File: src/rtl/pc_unit.sv
// rtl/pc_unit.sv - per-thread program counter, NZP condition register and optional return stack
// Optional feature: define PC_CALL_STACK_EN to build the CAL/RET return stack and stack_error.
// Without it, CAL/RET fall through to branch/increment and stack_depth/stack_error read 0.
module pc_unit #(
  parameter int DATA_BITS             = 8,
  parameter int PROGRAM_MEM_ADDR_BITS = 8,
  parameter int STACK_DEPTH           = 4
) (
  input  logic                             clk,
  input  logic                             reset,
  input  logic                             enable,
  input  logic [2:0]                       core_state,
  input  logic [2:0]                       decoded_nzp,
  input  logic [DATA_BITS-1:0]             decoded_immediate,
  input  logic                             decoded_nzp_write_enable,
  input  logic                             decoded_pc_mux,
  input  logic                             decoded_call,
  input  logic                             decoded_ret,
  input  logic [DATA_BITS-1:0]             alu_out,
  input  logic [PROGRAM_MEM_ADDR_BITS-1:0] current_pc,
  output logic [PROGRAM_MEM_ADDR_BITS-1:0] next_pc,
  output logic [2:0]                       nzp,
  output logic [2:0]                       stack_depth,
  output logic                             stack_error
);

  localparam int         AW         = PROGRAM_MEM_ADDR_BITS;
  localparam logic [2:0] ST_EXECUTE = 3'b101;
  localparam logic [2:0] ST_UPDATE  = 3'b110;

  logic [AW-1:0] next_pc_q, next_pc_d;
  logic [2:0]    nzp_q, nzp_d;
  logic [AW-1:0] pc_inc;
  logic [AW-1:0] target;
  logic [AW-1:0] branch_pc;
  logic          exec_en;
  logic          upd_en;
  logic          branch_taken;
  logic          unused_alu_hi;

  // Upper ALU bits carry no flag information.
  assign unused_alu_hi = ^alu_out[DATA_BITS-1:3];

  assign exec_en      = enable && (core_state == ST_EXECUTE);
  assign upd_en       = enable && (core_state == ST_UPDATE);
  assign pc_inc       = current_pc + 1'b1;
  assign target       = decoded_immediate[AW-1:0];
  assign branch_taken = decoded_pc_mux && ((nzp_q & decoded_nzp) != 3'b000);
  assign branch_pc    = branch_taken ? target : pc_inc;

  // Condition register: CMP latches the ALU flags at the end of UPDATE.
  always_comb begin
    nzp_d = nzp_q;
    if (upd_en && decoded_nzp_write_enable) begin
      nzp_d = alu_out[2:0];
    end
  end

`ifdef PC_CALL_STACK_EN
  logic [2:0]    depth_q, depth_d;
  logic          error_q, error_d;
  logic [AW-1:0] stack_q [STACK_DEPTH];
  logic [AW-1:0] stack_d [STACK_DEPTH];
  logic [AW-1:0] stack_top;
  logic          push;

  // Top of stack is the entry just below the current depth.
  always_comb begin
    stack_top = '0;
    for (int i = 0; i < STACK_DEPTH; i++) begin
      if (3'(i + 1) == depth_q) begin
        stack_top = stack_q[i];
      end
    end
  end

  // Next PC with priority RET > CAL > BRnzp > increment; bad CAL/RET set the sticky error.
  always_comb begin
    next_pc_d = next_pc_q;
    depth_d   = depth_q;
    error_d   = error_q;
    push      = 1'b0;
    if (exec_en) begin
      if (decoded_ret) begin
        if (depth_q != 3'd0) begin
          next_pc_d = stack_top;
          depth_d   = depth_q - 3'd1;
        end else begin
          next_pc_d = pc_inc;
          error_d   = 1'b1;
        end
      end else if (decoded_call) begin
        if (depth_q < 3'(STACK_DEPTH)) begin
          push      = 1'b1;
          next_pc_d = target;
          depth_d   = depth_q + 3'd1;
        end else begin
          next_pc_d = pc_inc;
          error_d   = 1'b1;
        end
      end else begin
        next_pc_d = branch_pc;
      end
    end
  end

  // Push writes the return address into the slot at the current depth.
  always_comb begin
    stack_d = stack_q;
    if (push) begin
      for (int i = 0; i < STACK_DEPTH; i++) begin
        if (3'(i) == depth_q) begin
          stack_d[i] = pc_inc;
        end
      end
    end
  end

  // Stack contents need no reset; depth alone says which entries are valid.
  always_ff @(posedge clk) begin
    stack_q <= stack_d;
  end

  // Depth and sticky error registers.
  always_ff @(posedge clk) begin
    if (reset) begin
      depth_q <= 3'd0;
      error_q <= 1'b0;
    end else begin
      depth_q <= depth_d;
      error_q <= error_d;
    end
  end

  assign stack_depth = depth_q;
  assign stack_error = error_q;
`else
  logic unused_stack_ctl;

  // CAL and RET are ignored in this build and fall through to branch/increment.
  assign unused_stack_ctl = decoded_call ^ decoded_ret;

  // Next PC is either the branch target or the sequential increment.
  always_comb begin
    next_pc_d = next_pc_q;
    if (exec_en) begin
      next_pc_d = branch_pc;
    end
  end

  assign stack_depth = 3'd0;
  assign stack_error = 1'b0;
`endif

  // PC and flag registers; reset overrides any update on the same edge.
  always_ff @(posedge clk) begin
    if (reset) begin
      next_pc_q <= '0;
      nzp_q     <= 3'b000;
    end else begin
      next_pc_q <= next_pc_d;
      nzp_q     <= nzp_d;
    end
  end

  assign next_pc = next_pc_q;
  assign nzp     = nzp_q;

endmodule

File: config.mk
export PLATFORM = sky130hd
export DESIGN_NAME = pc_unit
export DESIGN_NICKNAME = d
export VERILOG_FILES = /design/src/rtl/pc_unit.sv
export SDC_FILE = /design/constraint.sdc
export NUM_CORES = 1
export LEC_CHECK = 0
export BUFFER_PORTS_ARGS = -buffer_cell sky130_fd_sc_hd__buf_2
export CAP_MARGIN = 40
export CORE_UTILIZATION = 30
export DETAILED_ROUTE_END_ITERATION = 8
export GPL_TIMING_DRIVEN = 0
export MAX_ROUTING_LAYER = met4
export PLACE_DENSITY_LB_ADDON = 0.3
export SLEW_MARGIN = 20
export SYNTH_ARGS = -nofsm -noshare
export SYNTH_HDL_FRONTEND = slang
export SYNTH_SLANG_ARGS = --single-unit
File: constraint.sdc
create_clock -name clk -period 1.9 [get_ports clk]
set_clock_uncertainty 0.2 [all_clocks]
set_input_delay 0.095 -clock clk [delete_from_list [all_inputs] [get_ports clk]]
set_output_delay 0.095 -clock clk [all_outputs]
set_load 0.01 [all_outputs]
# Word-level counts from Yosys, hierarchy flattened
# Cells that the tools add are included.
[op_classes]
n_addsub = 1
mul = 0
div = 0
n_lt_le_gt_ge = 0
eq_ne = 2
shifts = 0
mux = 1
bitwise = 1
n_reduce_logical = 5
[op_table]
columns = ["operator", "count"]
rows = [
  ["8-bit by 1-bit adder with 8-bit output (second input constant)", 1],
  ["8-bit 2-to-1 mux", 1],
  ["3-bit == test (second input constant)", 2],
  ["1-bit logical AND", 4],
  ["3-bit AND", 1],
  ["3-bit nonzero test", 1],
]
[word_totals]
register_bits = 11
latch_bits = 0
mem_bits_rw = 0
rom_bits = 0
in_bits = 37
out_inout_bits = 15
word_cells = 12
memories = 0

# Depth between registers and ports, before layout
# Gate-level depths: netlist of the first run.
[depth]
ltp_word = 4
depth_mapped = 5
ltp_nobuf = 5

# Least setup slack after synthesis of the first run
# No wires, ideal clock.
[synth_path]
path_kind = "register -> register"
from = "register nzp_q[0] (netlist: nzp[0])"
to = "register next_pc_q[5] (netlist: next_pc[5])"
setup_time_ns = 0.069
t_arrival_ns = 1.488
required_time_ns = 1.631
path_slack_ns = 0.143
path_stages_with_launch = 5
path_buffers = 0
period_less_slack_ns = 1.757
path_cell_list = "dfxtp_1 a222oi_1 nor2_2 or3_4 o21ai_1"
[synth_between]
elab_chain_len = 4
[synth_rtl]
columns = ["item", "line", "rtl"]
rows = [
  ["start, declared", "32", "logic [2:0] nzp_q, nzp_d;"],
  ["start signal, assigned", "162", "nzp_q <= nzp_d;"],
  ["3-bit AND", "48", "assign branch_taken = decoded_pc_mux && ((nzp_q & decoded_nzp) != 3'b000);"],
  ["3-bit nonzero test", "48", ""],
  ["1-bit logical AND", "48", ""],
  ["8-bit 2-to-1 mux", "49", "assign branch_pc = branch_taken ? target : pc_inc;"],
  ["end signal, assigned", "161", "next_pc_q <= next_pc_d;"],
  ["end, declared", "31", "logic [AW-1:0] next_pc_q, next_pc_d;"],
]
# No other way between the ends.
# A chain may end at the register's enable or synchronous reset.

==> impl_metrics.env, run 1 <==
export IMPL_rows=16
export IMPL_seqPwrFrac=0.458
export IMPL_min_from="core_state[0]"
export IMPL_antenna_found_initial=0
export IMPL_grt_max_degree=11
export IMPL_hold_class="in -> reg"
export IMPL_clock_sinks=11
export IMPL_clk_path_buf_depth=2
export IMPL_synth_largest_area_cell="dfxtp_1"
export IMPL_cts_tree="yes"
export IMPL_vias=809
export IMPL_slew_headroom=0.644
export IMPL_drv_cap=0
export IMPL_hpwl_mm=1.29
export IMPL_regToRegSetupSlack_ns=0.25
export IMPL_hold_slack_ns=0.0199
export IMPL_outcome="finished clean"
export IMPL_setup_violations=0
export IMPL_r2r_end="next_pc[5]"
export IMPL_drv_slew=0
export IMPL_tns_ns=0
export IMPL_core_area_um2=1980
export IMPL_avgRoutedWirePerCell_um=10.2
export IMPL_netlist_area_leader_share=0.346
export IMPL_final_common_cell="buf_2"
export IMPL_cp_start_kind="input port"
export IMPL_p_switching_w=0.000133
export IMPL_timing_rr_start="nzp[0]"
export IMPL_most_common_layout_cells="buf_2 (40), dlygate4sd3_1 (17), nand2_1 (11), dfxtp_1 (11), buf_4 (7)"
export IMPL_dr_pass1_iters=4
export IMPL_clkLatencyLatePin_ns=0.26
export IMPL_path_clk_slew_ns=0.07
export IMPL_yosys_warnings=0
export IMPL_nFillCells=189
export IMPL_fin_util=0.556
export IMPL_ys_top_cells_by_area="dfxtp_1 (35%), xnor2_1 (8.3%), nand2_1 (6.5%), a21oi_1 (4.7%), buf_4 (4.7%)"
export IMPL_initial_core_util=0.321
export IMPL_io_pin_count=52
export IMPL_worstPathRequired_ns=1.89
export IMPL_p_comb_frac=0.233
export IMPL_powerDensity_nw_per_um2=472
export IMPL_pwr_share_clk=0.309
export IMPL_gr_total_overflow=0
export IMPL_min_to="nzp[0]"
export IMPL_ir_drop_mv=0.258
export IMPL_grt_usage=0.166
export IMPL_area_delta_synth_final_pct=72.9
export IMPL_cts_root_buf="clkbuf_4"
export IMPL_yosysUniqueCellTypes=26
export IMPL_drt_total_wl_mm=1.79
export IMPL_switching_share=0.257
export IMPL_regArea_um2=220
export IMPL_dr_first_iter_drc_count=23
export IMPL_die_h_um=48.1
export IMPL_io_buffers=40
export IMPL_crit_fanout=10
export IMPL_cts_resized=0
export IMPL_power_leakage_nw=0.486
export IMPL_yosysSeqAreaShare=0.346
export IMPL_drt_antenna_violating_nets=0
export IMPL_post_route_drc_count=0
export IMPL_worstMarginPinSlew_ns=0.530
export IMPL_synthCells=81
export IMPL_hold_depth=3
export IMPL_final_nets=187
export IMPL_htree_num_levels=1
export IMPL_rsz0062_at_grt="false"
export IMPL_n_antenna_cell=0
export IMPL_hold_viol_final=0
export IMPL_fin_crit_sh=0.916
export IMPL_critPathCaptureType="register"
export IMPL_worst_r2r_cell_count=5
export IMPL_grt_pass1_wl_mm=2.62
export IMPL_ys_ff_latch=11
export IMPL_finalWeightedCongestion=0.745
export IMPL_power_internal_w=0.000386
export IMPL_die_area_um2=2310
export IMPL_layout_drive_gt1_share=0.351
export IMPL_worstPathArrival_ns=1.74
export IMPL_avgSynthCellArea_um2=7.86
export IMPL_die_x_um=48.1
export IMPL_multi_input_area_um2=383
export IMPL_cts_buffers=3
export IMPL_path_class="in -> reg"
export IMPL_syn_area_um2=637
export IMPL_fmax_mhz=574
export IMPL_first_global_vias=652
export IMPL_viasPerCell=4.62
export IMPL_finalCriticalPeriod_ns=1.74
power by group through the flow:
stage	Combinational (W)	Clock, W	Sequential [W]
after floorplan	0.0000435	0	0.000246
after global placement	0.0000943	0	0.000243
after detailed placement	0.0000949	0	0.000243
after CTS	0.000120	0.000162	0.000238
after global routing	0.000135	0.000175	0.000239
final	0.000121	0.000160	0.000238
per-layer routing:
layer  vias to the layer above  wire length (µm)  GRT usage
met5                         -                 0          -
met4                         0                26     0.0333
met3                         4                47     0.0340
met2                        21               948      0.276
met1                       365               764      0.206
li1                        419                 -          -
critical path, stage by stage:
cell	delay (ns)
dlygate4sd3_1	0.53
buf_2	0.13
clkbuf_1	0.20
nor4_1	0.54
a22oi_1	0.12
o21ai_1	0.12
how the worst max path moves through the flow:
stage | from | endpoint | slack [ns] | cells past startpoint
2_1_floorplan | nzp[0] | next_pc[5] | 0.14 | 4
3_3_place_gp | nzp[0] | next_pc[6] | -0.01 | 4
3_5_place_dp | nzp[0] | next_pc[7] | -0.05 | 4
4_1_cts | reset | next_pc[5] | 0.19 | 6
5_1_grt | reset | next_pc[7] | 0.12 | 6
6_report | reset | next_pc[5] | 0.16 | 6
registers in the layout (all words and copies together) (netlist names):
name / flops
nzp: 3
next_pc: 8
final cells by class:
class	instances	share of cell area
inverters	2	0.00682
well taps	27	0.0307
clock buffers	4	0.0239
multi-input cells	65	0.348
plain buffers	6	0.0341
flip-flops and latches	11	0.200
repair buffers	60	0.357
cell families after synthesis:
| kind of cell | synth area share |
|---|---|
| XOR/XNOR | 0.0825 |
| AO/OA/AOI/OAI | 0.220 |
| AND/OR/NAND/NOR | 0.255 |
| flip-flops | 0.346 |
| buffers and inverters | 0.0707 |
| other | 0.00589 |
| adder cells (fa/ha/maj) | 0.0196 |
timing repair:
action | in CTS | in global routing
endpoints found under the hold margin | 9 | 0
endpoints found under the setup margin | 3 | 0
setup buffers | 3 | 0
hold buffers | 17 | 0
stage by stage:
| stage | instances | worst slack (ns) | area [µm²] | power (W) |
|---|---|---|---|---|
| 3_5_place_dp | 151 | -0.0467 | 882 | 0.000338 |
| 2_1_floorplan | 84 | 0.143 | 648 | 0.000289 |
| 3_3_place_gp | 151 | -0.0105 | 882 | 0.000338 |
| 4_1_cts | 175 | 0.185 | 1100 | 0.000520 |
| 6_report | 175 | 0.159 | 1100 | 0.000519 |
| 5_1_grt | 175 | 0.122 | 1100 | 0.000549 |
synthesized netlist by cell type:
cell type and n:
buf_4 4, nand4_1 1, o211ai_1 1, a311oi_1 2, a22oi_1 3, or3_4 1, nor2_2 1, clkbuf_1 2
conb_1 1, a21oi_1 6, o221ai_1 2, nor2_1 6, nand4b_1 1, ha_1 1, inv_1 2, o21ai_1 3
nor4_1 1, a222oi_1 1, nand2b_1 4, nand2_1 11, xnor2_1 6, nand3_1 4, dfxtp_1 11, and4b_1 1
nor3_1 1, o21ai_0 4
Note: power is estimated with default switching activity, not from simulation.
==> run 2, diff against run 1 <==
==> constraint.sdc (replaced) <==
create_clock -name clk -period 1.45 [get_ports clk]
set_clock_uncertainty 0.2 [all_clocks]
set_input_delay 0.0725 -clock clk [delete_from_list [all_inputs] [get_ports clk]]
set_output_delay 0.0725 -clock clk [all_outputs]
set_load 0.01 [all_outputs]
==> run 2 against run 1 <==
Against the previous run:
- the run now ends with negative hold slack, negative setup slack left
- clock power up 30%
- global-route usage down 1.0 points
- final area up 0.34%
- sequential share of layout area up 0.16 points
- first-iteration DRC count down 48%
- sequential power up 31%
- flip-flop and latch count unchanged
- setup slack worse by 0.38 ns
- largest cell class unchanged
==> impl_metrics.env, run 2 (synthesized netlist as in run 1, its figures left out) <==
export IMPL_grt_max_degree=11
export IMPL_cp_start_kind="register"
export IMPL_p_comb_frac=0.236
export IMPL_cts_buffers=3
export IMPL_drv_slew=0
export IMPL_vias=811
export IMPL_worstMarginPinSlew_ns=0.521
export IMPL_gr_total_overflow=0
export IMPL_hold_viol_final=3
export IMPL_power_internal_w=0.000503
export IMPL_critPathCaptureType="register"
export IMPL_clkLatencyLatePin_ns=0.27
export IMPL_timing_rr_start="nzp[0]"
export IMPL_min_to="next_pc[5]"
export IMPL_most_common_layout_cells="buf_2 (40), dlygate4sd3_1 (14), nand2_1 (11)"
export IMPL_clock_sinks=11
export IMPL_nFillCells=194
export IMPL_r2r_end="next_pc[7]"
export IMPL_drt_total_wl_mm=1.85
export IMPL_n_antenna_cell=0
export IMPL_pwr_share_clk=0.305
export IMPL_final_nets=185
export IMPL_hold_depth=3
export IMPL_drt_antenna_violating_nets=0
export IMPL_fin_crit_sh=1.16
export IMPL_ir_drop_mv=0.318
export IMPL_setup_violations=8
export IMPL_worstPathArrival_ns=1.67
export IMPL_hold_class="in -> reg"
export IMPL_cts_root_buf="clkbuf_4"
export IMPL_crit_fanout=5
export IMPL_finalCriticalPeriod_ns=1.68
export IMPL_tns_ns=-1.14
export IMPL_clk_path_buf_depth=2
export IMPL_viasPerCell=4.69
export IMPL_final_common_cell="buf_2"
export IMPL_htree_num_levels=1
export IMPL_seqPwrFrac=0.459
export IMPL_first_global_vias=625
export IMPL_switching_share=0.260
export IMPL_slew_headroom=0.650
export IMPL_rsz0062_at_grt="true"
export IMPL_area_delta_synth_final_pct=73.5
export IMPL_worst_r2r_cell_count=5
export IMPL_worstPathRequired_ns=1.45
export IMPL_layout_drive_gt1_share=0.404
export IMPL_p_switching_w=0.000176
export IMPL_grt_pass1_wl_mm=2.39
export IMPL_hpwl_mm=1.31
export IMPL_core_area_um2=1980
export IMPL_antenna_found_initial=0
export IMPL_initial_core_util=0.321
export IMPL_violations="negative hold slack, negative setup slack"
export IMPL_dr_pass1_iters=4
export IMPL_die_h_um=48.1
export IMPL_min_from="reset"
export IMPL_regToRegSetupSlack_ns=-0.23
export IMPL_drv_cap=0
export IMPL_finalWeightedCongestion=0.738
export IMPL_powerDensity_nw_per_um2=615
export IMPL_dpl_instance_area_um2=885
export IMPL_grt_usage=0.155
export IMPL_path_clk_slew_ns=0.07
export IMPL_dr_first_iter_drc_count=12
export IMPL_cts_tree="yes"
export IMPL_path_class="reg -> reg"
export IMPL_avgRoutedWirePerCell_um=10.7
export IMPL_rows=16
export IMPL_die_area_um2=2310
export IMPL_post_route_drc_count=0
export IMPL_fmax_mhz=597
export IMPL_power_leakage_nw=0.506
export IMPL_io_buffers=40
export IMPL_die_x_um=48.1
export IMPL_hold_slack_ns=-0.0729
export IMPL_largest_reg_flops=8
export IMPL_fin_ws_ns=-0.225
export IMPL_stdcell_area_um2=1100
export IMPL_io_pin_count=52
export IMPL_outcome="finished with violations"
## run 2: cell count changes in the layout (fill, tap and decap cells not counted)
cell,previous run,this run
o21ai_1,3,0
buf_4,7,8
nor2_4,0,1
dfxtp_2,0,2
o21ai_2,0,3
nand2b_1,4,3
nor2_2,1,0
nand2b_4,0,1
dlygate4sd3_1,17,14
dfxtp_1,11,9
## run 2: worst max-delay path, cell delays in order (launching register included)
cell and delay (ns):
dfxtp_2 0.32, a222oi_1 0.34, buf_4 0.22, nor2_4 0.05, or3_4 0.36, o21ai_2 0.12
## run 2: worst max path at each step
stage,startpoint,endpoint,slack [ns],cells after the start
after floorplan,nzp[0],next_pc[5],-0.29,4
after global placement,nzp[0],next_pc[7],-0.45,4
after detailed placement,nzp[0],next_pc[5],-0.50,4
after CTS,nzp[0],next_pc[5],-0.16,5
after global routing,nzp[0],next_pc[7],-0.26,5
final,nzp[0],next_pc[7],-0.23,5
## run 2: power by group through the flow
stage,combinational [W],sequential (W),clock (W)
after global placement,0.000124,0.000319,0
after global routing,0.000177,0.000313,0.000235
after floorplan,0.0000570,0.000322,0
after detailed placement,0.000126,0.000319,0
after CTS,0.000155,0.000312,0.000214
final,0.000160,0.000312,0.000208
## run 2: final cells by class
cell class              instances  area [µm²]  area share
clock buffers                   4        26.3      0.0238
flip-flops and latches         11         223       0.202
inverters                       2        7.51     0.00680
plain buffers                   6        37.5      0.0340
repair buffers                 58         370       0.335
multi-input cells              65         407       0.368
well taps                      27        33.8      0.0306
## run 2: stage by stage
stage,util,worst slack (ns),instances,power [W],hold WS (ns)
after floorplan,-,-0.292,84,0.000379,0.00103
after global placement,0.446,-0.453,151,0.000443,0.106
after detailed placement,0.446,-0.499,151,0.000445,0.110
after CTS,0.549,-0.160,173,0.000682,-0.0902
after global routing,0.557,-0.256,173,0.000725,-0.0825
final,0.557,-0.225,173,0.000680,-0.0729
## run 2: repair_timing
action	in CTS	in global routing
setup endpoints to repair	8	10
hold endpoints to repair	9	5
pin swaps	4	1
resized for setup	1	4
hold buffers	15	1
buffers inserted	3	1
## run 2: per-layer routing
layer  wire (µm)  track usage  part of all wire  vias up
met5           0            -                 0        -
met4           0       0.0333                 0        0
met3          97       0.0340             0.053        0
met2         912        0.273              0.49       30
met1         834        0.179              0.45      364
li1            -            -                 -      417
